--- src/rtl/reg_write_arbiter_pkg.sv ---
// Shared types and constants for the register-file write arbiter.
// Also holds the one-hot decode used for the pending-write mask.
package reg_write_arb_pkg;

    localparam int PKG_XLEN       = 32;
    localparam int PKG_REG_ADDR_W = 5;
    localparam int NUM_REGS       = 32;

    typedef logic [PKG_REG_ADDR_W-1:0] reg_addr_t;
    typedef logic [PKG_XLEN-1:0]       data_t;

    localparam reg_addr_t X0_ADDR = '0;

    function automatic logic [NUM_REGS-1:0] reg_onehot(input logic en, input reg_addr_t addr);
        logic [NUM_REGS-1:0] mask;
        mask = '0;
        if (en) begin
            mask[addr] = 1'b1;
        end
        return mask;
    endfunction

endpackage

--- src/rtl/reg_write_arbiter_if.sv ---
// Requester and register-file side signals of the write arbiter.
// A write transfers on a rising edge where req_valid[i] and req_ready[i] are both 1;
// req_ready never depends on anything but req_valid, rr_ptr and rst.
interface reg_write_arbiter_if #(
    parameter int NUM_REQ    = 2,
    parameter int XLEN       = 32,
    parameter int REG_ADDR_W = 5,
    parameter int CNT_W      = 16
);
    import reg_write_arb_pkg::*;

    logic [NUM_REQ-1:0]                 req_valid;
    logic [NUM_REQ-1:0]                 req_ready;
    logic [NUM_REQ-1:0][REG_ADDR_W-1:0] req_reg;
    logic [NUM_REQ-1:0][XLEN-1:0]       req_data;
    logic                               wr_en;
    logic [REG_ADDR_W-1:0]              wr_reg;
    logic [XLEN-1:0]                    wr_data;
    logic [NUM_REGS-1:0]                pending_mask;
    logic [CNT_W-1:0]                   conflict_cnt;
    logic                               conflict_clr;

    modport master (
        output req_valid, req_reg, req_data, conflict_clr,
        input  req_ready, wr_en, wr_reg, wr_data, pending_mask, conflict_cnt
    );

    modport slave (
        input  req_valid, req_reg, req_data, conflict_clr,
        output req_ready, wr_en, wr_reg, wr_data, pending_mask, conflict_cnt
    );

endinterface

--- src/rtl/reg_write_arbiter_rr_arbiter.sv ---
// Combinational round-robin picker: first valid request at or after i_rr_ptr,
// wrapping around, reported both one-hot and as an index.
module rr_arbiter #(
    parameter int NUM_REQ = 2
) (
    input  logic [NUM_REQ-1:0]         i_req,
    input  logic [$clog2(NUM_REQ)-1:0] i_rr_ptr,
    output logic [NUM_REQ-1:0]         o_grant,
    output logic [$clog2(NUM_REQ)-1:0] o_grant_idx
);
    import reg_write_arb_pkg::*;

    localparam int IDX_W = $clog2(NUM_REQ);

    logic [IDX_W:0] w_idx;
    logic           w_found;

    // One extra bit on w_idx lets rr_ptr+k be wrapped by a single subtraction.
    always_comb begin
        o_grant     = '0;
        o_grant_idx = '0;
        w_found     = 1'b0;
        w_idx       = '0;
        for (int k = 0; k < NUM_REQ; k++) begin
            w_idx = {1'b0, i_rr_ptr} + (IDX_W+1)'(k);
            if (w_idx >= (IDX_W+1)'(NUM_REQ)) begin
                w_idx = w_idx - (IDX_W+1)'(NUM_REQ);
            end
            if (!w_found && i_req[w_idx[IDX_W-1:0]]) begin
                w_found                       = 1'b1;
                o_grant[w_idx[IDX_W-1:0]]     = 1'b1;
                o_grant_idx                   = w_idx[IDX_W-1:0];
            end
        end
    end

endmodule

--- src/rtl/reg_write_arbiter.sv ---
// Round-robin share of the register-file write port among NUM_REQ writeback sources,
// with a registered output stage, x0 suppression, pending mask and contention counter.
module reg_write_arbiter #(
    parameter int NUM_REQ    = 2,
    parameter int XLEN       = 32,
    parameter int REG_ADDR_W = 5,
    parameter int CNT_W      = 16
) (
    input  logic                       clk,
    input  logic                       rst,
    reg_write_arbiter_if.slave         bus,
    output logic [$clog2(NUM_REQ)-1:0] o_rr_ptr
);
    import reg_write_arb_pkg::*;

    localparam int IDX_W = $clog2(NUM_REQ);

    logic [IDX_W-1:0]      r_rr_ptr;
    logic [IDX_W-1:0]      w_grant_idx;
    logic [IDX_W-1:0]      w_ptr_next;
    logic [NUM_REQ-1:0]    w_grant;
    logic                  w_accept;
    logic                  w_conflict;
    logic [REG_ADDR_W-1:0] w_sel_reg;
    logic                  r_wr_en;
    logic [REG_ADDR_W-1:0] r_wr_reg;
    logic [XLEN-1:0]       r_wr_data;
    logic [CNT_W-1:0]      r_conflict_cnt;

    rr_arbiter #(.NUM_REQ(NUM_REQ)) u_rr_arbiter (
        .i_req       (bus.req_valid),
        .i_rr_ptr    (r_rr_ptr),
        .o_grant     (w_grant),
        .o_grant_idx (w_grant_idx)
    );

    // Ready is masked during reset so no requester believes its write was taken.
    assign bus.req_ready = rst ? '0 : w_grant;
    assign w_accept      = ~rst & (|w_grant);
    assign w_sel_reg     = bus.req_reg[w_grant_idx];
    assign w_ptr_next    = (w_grant_idx == IDX_W'(NUM_REQ - 1)) ? '0 : w_grant_idx + 1'b1;
    assign w_conflict    = ($countones(bus.req_valid) >= 2);

    always_ff @(posedge clk) begin
        if (rst) begin
            r_rr_ptr  <= '0;
            r_wr_en   <= 1'b0;
            r_wr_reg  <= '0;
            r_wr_data <= '0;
        end else if (w_accept) begin
            r_rr_ptr  <= w_ptr_next;
            r_wr_en   <= (w_sel_reg != REG_ADDR_W'(X0_ADDR));
            r_wr_reg  <= w_sel_reg;
            r_wr_data <= bus.req_data[w_grant_idx];
        end else begin
            r_wr_en   <= 1'b0;
        end
    end

    always_ff @(posedge clk) begin
        if (rst || bus.conflict_clr) begin
            r_conflict_cnt <= '0;
        end else if (w_conflict && (r_conflict_cnt != '1)) begin
            r_conflict_cnt <= r_conflict_cnt + 1'b1;
        end
    end

    assign bus.wr_en        = r_wr_en;
    assign bus.wr_reg       = r_wr_reg;
    assign bus.wr_data      = r_wr_data;
    assign bus.pending_mask = reg_onehot(r_wr_en, reg_addr_t'(r_wr_reg));
    assign bus.conflict_cnt = r_conflict_cnt;
    assign o_rr_ptr         = r_rr_ptr;

endmodule

--- src/flat_wrapper.sv ---
// flat-port wrapper written by rule: the top's interface ports become plain ports
module reg_write_arbiter_flat import reg_write_arb_pkg::*;
#(
    parameter int NUM_REQ    = 2,
    parameter int XLEN       = 32,
    parameter int REG_ADDR_W = 5,
    parameter int CNT_W      = 16
)
  (clk, rst, o_rr_ptr, bus_req_valid, bus_req_reg, bus_req_data, bus_conflict_clr, bus_req_ready, bus_wr_en, bus_wr_reg, bus_wr_data, bus_pending_mask, bus_conflict_cnt);
  reg_write_arbiter_if #(.NUM_REQ(NUM_REQ), .XLEN(XLEN), .REG_ADDR_W(REG_ADDR_W), .CNT_W(CNT_W)) bus_i ();
  input  logic clk;
  input  logic rst;
  output logic [$clog2(NUM_REQ)-1:0] o_rr_ptr;
  input wire logic [$bits(bus_i.req_valid)-1:0] bus_req_valid;
  input wire logic [$bits(bus_i.req_reg)-1:0] bus_req_reg;
  input wire logic [$bits(bus_i.req_data)-1:0] bus_req_data;
  input wire logic [$bits(bus_i.conflict_clr)-1:0] bus_conflict_clr;
  output wire logic [$bits(bus_i.req_ready)-1:0] bus_req_ready;
  output wire logic [$bits(bus_i.wr_en)-1:0] bus_wr_en;
  output wire logic [$bits(bus_i.wr_reg)-1:0] bus_wr_reg;
  output wire logic [$bits(bus_i.wr_data)-1:0] bus_wr_data;
  output wire logic [$bits(bus_i.pending_mask)-1:0] bus_pending_mask;
  output wire logic [$bits(bus_i.conflict_cnt)-1:0] bus_conflict_cnt;
  assign bus_i.req_valid = bus_req_valid;
  assign bus_i.req_reg = bus_req_reg;
  assign bus_i.req_data = bus_req_data;
  assign bus_i.conflict_clr = bus_conflict_clr;
  assign bus_req_ready = bus_i.req_ready;
  assign bus_wr_en = bus_i.wr_en;
  assign bus_wr_reg = bus_i.wr_reg;
  assign bus_wr_data = bus_i.wr_data;
  assign bus_pending_mask = bus_i.pending_mask;
  assign bus_conflict_cnt = bus_i.conflict_cnt;
  reg_write_arbiter #(.NUM_REQ(NUM_REQ), .XLEN(XLEN), .REG_ADDR_W(REG_ADDR_W), .CNT_W(CNT_W)) u_core (.clk(clk), .rst(rst), .bus(bus_i), .o_rr_ptr(o_rr_ptr));
endmodule
--- config.mk ---
export PLATFORM = sky130hd
export DESIGN_NAME = reg_write_arbiter_flat
export DESIGN_NICKNAME = d
export VERILOG_FILES = /design/src/rtl/reg_write_arbiter_pkg.sv /design/src/rtl/reg_write_arbiter_if.sv /design/src/rtl/reg_write_arbiter_rr_arbiter.sv /design/src/rtl/reg_write_arbiter.sv /design/src/flat_wrapper.sv
export SDC_FILE = /design/constraint.sdc
export NUM_CORES = 1
export LEC_CHECK = 0
export CORE_AREA = 8 8 93 111
export DETAILED_ROUTE_END_ITERATION = 6
export DIE_AREA = 0 0 101 119
export GPL_TIMING_DRIVEN = 0
export HOLD_SLACK_MARGIN = 0.08
export PLACE_DENSITY = 0.75
export SLEW_MARGIN = 20
export SYNTH_ARGS = -nofsm -noshare
export SYNTH_HDL_FRONTEND = slang
export SYNTH_SLANG_ARGS = --single-unit
--- constraint.sdc ---
create_clock -name clk -period 1.7 [get_ports clk]
set_input_delay 0.34 -clock clk [delete_from_list [all_inputs] [get_ports clk]]
set_output_delay 0.34 -clock clk [all_outputs]
set_load 0.1 [all_outputs]
==> results of run 1 <==
## cell usage after synthesis
library cell,count
a31oi_1,3
a21oi_1,10
buf_4,2
nor4_1,2
and3_1,1
buf_2,3
mux2i_1,37
clkbuf_1,15
a211oi_1,39
or4_4,1
nand2_1,14
or3_2,1
dfxtp_1,55
or4_2,1
nand3b_1,5
nand3_1,6
a21bo_2,1
a311oi_1,1
buf_1,3
o31ai_1,4
nor3_1,6
inv_1,4
a31o_2,2
and4_2,1
o21ai_0,5
o211ai_1,4
or2_2,2
nand4_2,1
or3_1,5
ha_1,1
or4_1,3
nand2b_1,2
nor2_1,80
nand4_1,7
and4_1,2
buf_6,2
a41oi_1,1
a41o_1,1
o2bb2ai_1,1
or3b_2,3
## power by group through the flow
stage	clock network (mW)	registers (mW)	logic (mW)
after CTS	1.06	1.40	1.55
after floorplan	0	2.03	0.442
after detailed placement	0	1.43	1.49
after global routing	1.11	1.42	1.65
after global placement	0	1.43	1.48
final	1.04	1.41	1.59
## layout make-up
cell class,instances,area [um^2],share of cell area [%]
repair buffers,206,2370,39.8
multi-input cells,253,1980,33.2
flip-flops and latches,55,1190,19.9
well taps,117,146,2.45
plain buffers,20,129,2.16
clock buffers,6,72.6,1.22
clock inverters,2,60.1,1.01
inverters,4,15.0,0.252
## layer usage
| metal | GRT usage, % | share of wire (%) | vias to the layer above |
|---|---|---|---|
| li1 | - | - | 1655 |
| met3 | 6.82 | 8.1 | 18 |
| met4 | 4.67 | 1.6 | 0 |
| met5 | 0 | 0 | - |
| met1 | 19.8 | 37 | 1663 |
| met2 | 35.8 | 54 | 139 |
## worst register-to-register path, stage by stage (launching register included)
cell and delay, ns:
dfxtp_4 0.37, nand4_1 0.11, or4_4 0.54, or4_4 0.49
a21oi_2 0.12
## timing repair
action / CTS / global route
cloned: 0 / 1
gates resized for setup: 472 / 46
setup endpoints to repair: 131 / 51
hold buffers: 0 / 0
setup buffers: 20 / 20
pin swaps: 21 / 29
## layout by cell type, fill, tap and decap left out, types with 3 or more instances in the layout
master,synthesis,routed
buf_6,2,10
or4_4,1,4
nor2_1,80,45
clkdlybuf4s15_2,0,48
dfxtp_1,55,32
a21oi_1,10,8
buf_4,2,32
nor2_4,0,34
mux2i_1,37,37
inv_1,4,4
nand3b_1,5,5
dfxtp_4,0,23
nand3_1,6,3
or3_1,5,4
buf_12,0,36
clkbuf_1,15,9
nand2_1,14,12
a211oi_1,39,37
nand4_1,7,7
o31ai_1,4,4
o211ai_1,4,4
or3b_4,0,3
buf_2,3,10
nor3_1,6,6
a31oi_1,3,3
clkbuf_8,0,5
clkdlybuf4s50_1,0,74
o21ai_0,5,5
## stage by stage
stage                     worst slack (ns)  area [um^2]
after detailed placement             -1.63         5070
after global placement               -1.65         5070
after CTS                           -0.245         5770
after global routing                -0.294         5970
after floorplan                     -0.454         3270
final                               -0.238         5970
## worst max-delay path by stage
stage | endpoint | slack, ns | startpoint
6_report | bus_pending_mask[11] | -0.24 | u_core.bus.wr_reg[4]
5_1_grt | bus_pending_mask[11] | -0.29 | u_core.bus.wr_reg[4]
4_1_cts | bus_pending_mask[11] | -0.24 | u_core.bus.wr_reg[4]
3_5_place_dp | bus_req_ready[0] | -1.63 | bus_req_valid[0]
3_3_place_gp | bus_req_ready[0] | -1.65 | bus_req_valid[0]
2_1_floorplan | bus_pending_mask[13] | -0.45 | u_core.bus.wr_reg[0]
## cell families after synthesis
logic type	count (synthesis)	synth area share, %
compound gates	72	18.1
fa+ha+maj	1	0.444
buf+inv	29	4.80
flops	55	39.1
mux	37	13.2
simple gates	143	24.4
==> flow_summary.yaml, run 1 <==
clocking:
  clock_sink_count: 55
  h-tree-depth: 2
  cts_buffer_depth: 2
  insertion_delay_ns: 0.32
  numCtsBuffers: 5
  cts_tree: "built"
  cts_root_buffer: "clkbuf_8"
  path_clk_slew_ns: 0.09
floorplanning:
  initial_core_util_pct: 33.0
  rows: 37
  fp.dieH_um: 119
  fp.dieW_um: 101
  core_mm2: 0.00852
  design.portCount: 168
  dieArea_mm2: 0.0120
detailed_routing:
  routed-via-count: 3475
  wl_per_cell_um: 18.5
  drt_iter0_drc: 162
  drc: 0
  vias_per_cell: 5.24
  drtAntennaViolNets: 0
  drt_pre_antenna_iters: 4
  wirelength_mm: 12.3
worst_setup_path:
  r2r_setup_slack_ns: -0.01
  r2r_cells: 4
  crit_required_ns: 1.36
  crit_path_end_kind: "output port"
  crit_family: "simple AND/OR/NAND/NOR gates"
  critPathSlowestCell: "or3b_4"
  crit_buf_inv: 2
  crit_path_max_incr_delay_ns: 0.45
  rr_endpoint: "u_core.bus.conflict_cnt[13]"
  worstPathArrival_ns: 1.60
  path_cells: "buf_8, or3b_4, nor2_4, buf_12"
  r2r_start: "u_core.bus.conflict_cnt[5]"
  critical_path.max_fanout: 8
  startpoint_type: "register"
  path_class: "register to output port"
  crit_cells: 4
global_routing:
  grt_pass1_wl_mm: 18.8
  grt.total_usage_pct: 19.2
  grt_max_degree: 17
  gr-total-overflow: 0
  antenna_found_initial: 0
  grt_pass1_vias: 3610
finish:
  diodes: 0
  final_util_pct: 70.0
  nets: 625
  final_layout_size_suffix_gt1_share_pct: 42.7
  largest_reg_flops: 32
  stdcell_count: 663
  area_growth_syn_to_layout_pct: 112
  fillers: 656
timing:
  fin_ws_ns: -0.238
  finalSetupTns_ns: -5.46
  period_needed_ns: 1.94
  maxSlewViolCount: 0
  hold_viol: 0
  max_freq_ghz: 0.516
  rsz0062_at_grt: "true"
  max_slew_margin_pct: 33.2
  holdWs_ns: 0.374
  fin_crit_sh_pct: 114
  tightest_slew_ns: 1.01
  finalClockSkew_ns: 0.00964
  setup_viol: 34
worst_hold_path:
  hold_class: "input port to register"
  whs_endpoint: "u_core.bus.wr_reg[1]"
  worstHoldStart: "bus_req_reg[6]"
  hold_depth: 3
yosys:
  yosysWarnings: 0
  syn_inst: 337
  avgSynthCellArea_um2: 8.35
  ys_seq_area_share_pct: 39.1
  yosys-top-cells-area: "dfxtp_1, mux2i_1, nor2_1"
  synth_top_cell_area_share_pct: 39.1
  synth_fp_nets: 417
  synth_top_area_cell: "dfxtp_1"
  synth_area_mm2: 0.00282
  ys_seq_elements: 55
  yosysUniqueCellTypes: 40
power_and_ir_drop:
  finalPower_mw: 4.04
  ir_drop_mv: 0.635
  clock_power_share_pct: 25.7
  combPwrFrac_pct: 39.3
  cellPowerDensity_mw_per_mm2: 677
  p_leak_nw: 2.12
  p_int_mw: 2.46
  p_sw_share_pct: 39.0
  seq_power_share_pct: 35.0
  p_sw_mw: 1.57
flow_run:
  drv_cap: 0
outcome:
  violations: "setup timing"
  status: "finished with violations"
place:
  hpwl_mm: 8.51
  place.gp.congestion: 0.790
  port_buffers: 165
  dp.cells: 619
(Power assumes the default switching activity.)
==> run 2, diff against run 1 <==
--- a/config.mk
+++ b/config.mk
@@ -5,12 +5,13 @@
 export SDC_FILE = /design/constraint.sdc
 export NUM_CORES = 1
 export LEC_CHECK = 0
-export CORE_AREA = 8 8 93 111
+export CORE_AREA = 8 8 91 110
+export CTS_BUF_LIST = sky130_fd_sc_hd__clkbuf_8
 export DETAILED_ROUTE_END_ITERATION = 6
-export DIE_AREA = 0 0 101 119
+export DIE_AREA = 0 0 99 118
 export GPL_TIMING_DRIVEN = 0
 export HOLD_SLACK_MARGIN = 0.08
-export PLACE_DENSITY = 0.75
+export PLACE_DENSITY = 0.77
 export SLEW_MARGIN = 20
 export SYNTH_ARGS = -nofsm -noshare
 export SYNTH_HDL_FRONTEND = slang
==> run 2 against run 1 <==
Net effect:
- the flow still finishes with violations (setup timing)
- fmax fell by 1.3%
- die area fell by 2.8%
- critical path depth did not move
- final cell count fell by 2.1%
- count of clock-buffer cells in the layout fell by 1
- sequential share of layout area rose by 0.080 points
==> flow_summary.yaml, run 2 (same netlist as run 1, synthesis figures left out) <==
worst_setup_path:
  r2r_setup_slack_ns: -0.04
  worstPathArrival_ns: 1.62
  path_class: "register to output port"
  critical_path.max_fanout: 8
  r2r_start: "u_core.bus.conflict_cnt[1]"
  r2r_cells: 4
  crit_required_ns: 1.36
  startpoint_type: "register"
  rr_endpoint: "u_core.bus.conflict_cnt[13]"
  crit_path_end_kind: "output port"
timing:
  holdWs_ns: 0.355
  hold_viol: 0
  tightest_slew_ns: 0.991
  setup_viol: 35
  fin_ws_ns: -0.263
  max_slew_margin_pct: 34.2
  rsz0062_at_grt: "true"
  fin_crit_sh_pct: 115
  max_freq_ghz: 0.509
  period_needed_ns: 1.96
  finalClockSkew_ns: 0.0119
  maxSlewViolCount: 0
clocking:
  cts_buffer_depth: 2
  hold_buffers: 0
  h-tree-depth: 2
  cts_tree: "built"
  clock_sink_count: 55
  numCtsBuffers: 5
  insertion_delay_ns: 0.32
  cts_root_buffer: "clkbuf_8"
  path_clk_slew_ns: 0.12
outcome:
  violations: "setup timing"
  status: "finished with violations"
floorplanning:
  rows: 37
  fp.dieW_um: 99
  core_mm2: 0.00829
  dieArea_mm2: 0.0117
  initial_core_util_pct: 34.0
  design.portCount: 168
  fp.dieH_um: 118
finish:
  final_util_pct: 71.7
  fin_area_mm2: 0.00594
  nets: 630
  mostFrequentLayoutCells: "clkdlybuf4s50_1, clkdlybuf4s15_2, nor2_1, buf_4"
  largest_reg_flops: 32
  final_layout_size_suffix_gt1_share_pct: 43.0
  mostFrequentLayoutCell: "clkdlybuf4s50_1"
  area_growth_syn_to_layout_pct: 111
global_routing:
  grt.total_usage_pct: 20.4
  gr-total-overflow: 0
  grt_pass1_vias: 3599
  antenna_found_initial: 1
  grt_max_degree: 18
  grt_pass1_wl_mm: 19.5
detailed_routing:
  vias_per_cell: 5.32
  wl_per_cell_um: 18.7
  wirelength_mm: 12.1
  drtAntennaViolNets: 0
  routed-via-count: 3454
  drt_iter0_drc: 89
  drt_pre_antenna_iters: 4
  drc: 0
worst_hold_path:
  worstHoldStart: "bus_req_reg[6]"
  whs_endpoint: "u_core.bus.wr_reg[1]"
  hold_class: "input port to register"
  hold_depth: 3
place:
  place.gp.congestion: 0.765
  placed_area_mm2: 0.00504
  hpwl_mm: 8.49
  port_buffers: 165
power_and_ir_drop:
  ir_drop_mv: 0.571
  finalPower_mw: 3.77
  cellPowerDensity_mw_per_mm2: 634
  p_leak_nw: 2.12
flow_run:
  drv_cap: 0
## run 2: how the worst max path moves through the flow
stage                               startpoint                   end  slack, ns  cells past startpoint
after floorplan           u_core.bus.wr_reg[0]  bus_pending_mask[13]      -0.45                      2
after global placement        bus_req_valid[0]      bus_req_ready[0]      -1.76                      6
after detailed placement      bus_req_valid[0]      bus_req_ready[0]      -1.72                      6
after CTS                 u_core.bus.wr_reg[4]  bus_pending_mask[11]      -0.26                      4
after global routing      u_core.bus.wr_reg[4]  bus_pending_mask[18]      -0.30                      4
final                     u_core.bus.wr_reg[4]  bus_pending_mask[18]      -0.26                      4
## run 2: routing by layer
layer / share of wire [%] / vias up / global-route usage (%)
li1: - / 1672 / -
met1: 37 / 1643 / 21.6
met2: 55 / 125 / 37.5
met3: 7.3 / 14 / 6.86
met4: 1.2 / 0 / 4.72
met5: 0 / - / 0
## run 2: cell type report
class,instances,area (um^2)
timing repair buffer,212,2450
fill,611,2340
multi-input combinational,253,1960
sequential,55,1190
tap,97,121
buffer,19,120
clock buffer,5,68.8
clock inverter,3,18.8
inverter,4,15.0
antenna,1,2.50
## run 2: power breakdown
| group | internal, mW | switching (mW) | leakage (nW) | total [mW] |
|---|---|---|---|---|
| clock | 0.292 | 0.473 | 0.0483 | 0.766 |
| sequential | 1.35 | 0.0622 | 0.470 | 1.41 |
| combinational | 0.533 | 1.06 | 1.60 | 1.59 |
## run 2: worst max-delay path: stages, from the launching register on
cell	delay, ns
dfxtp_4	0.37
buf_8	0.12
or3b_4	0.45
nor2_4	0.17
buf_12	0.18
## run 2: stage by stage
step           setup TNS [ns]  cells  setup WS, ns
2_1_floorplan          -12.42    337        -0.454
3_3_place_gp           -67.42    599         -1.76
3_5_place_dp           -67.48    599         -1.72
4_1_cts                 -6.23    634        -0.258
5_1_grt                 -7.63    649        -0.305
6_report                -5.63    649        -0.263
## run 2: timing repair
action,4_1_cts,5_1_grt
gates resized for setup,491,17
buffers inserted,29,18
setup endpoints to repair,132,51
pin swaps,31,20
==> run 3, diff against run 2 <==
--- a/config.mk
+++ b/config.mk
@@ -5,6 +5,7 @@
 export SDC_FILE = /design/constraint.sdc
 export NUM_CORES = 1
 export LEC_CHECK = 0
+export ABC_CLOCK_PERIOD_IN_PS = 1700
 export CORE_AREA = 8 8 91 110
 export CTS_BUF_LIST = sky130_fd_sc_hd__clkbuf_8
 export DETAILED_ROUTE_END_ITERATION = 6
==> results of run 3 <==
No change in the layout: final DEF, timing and power equal those of run 2.
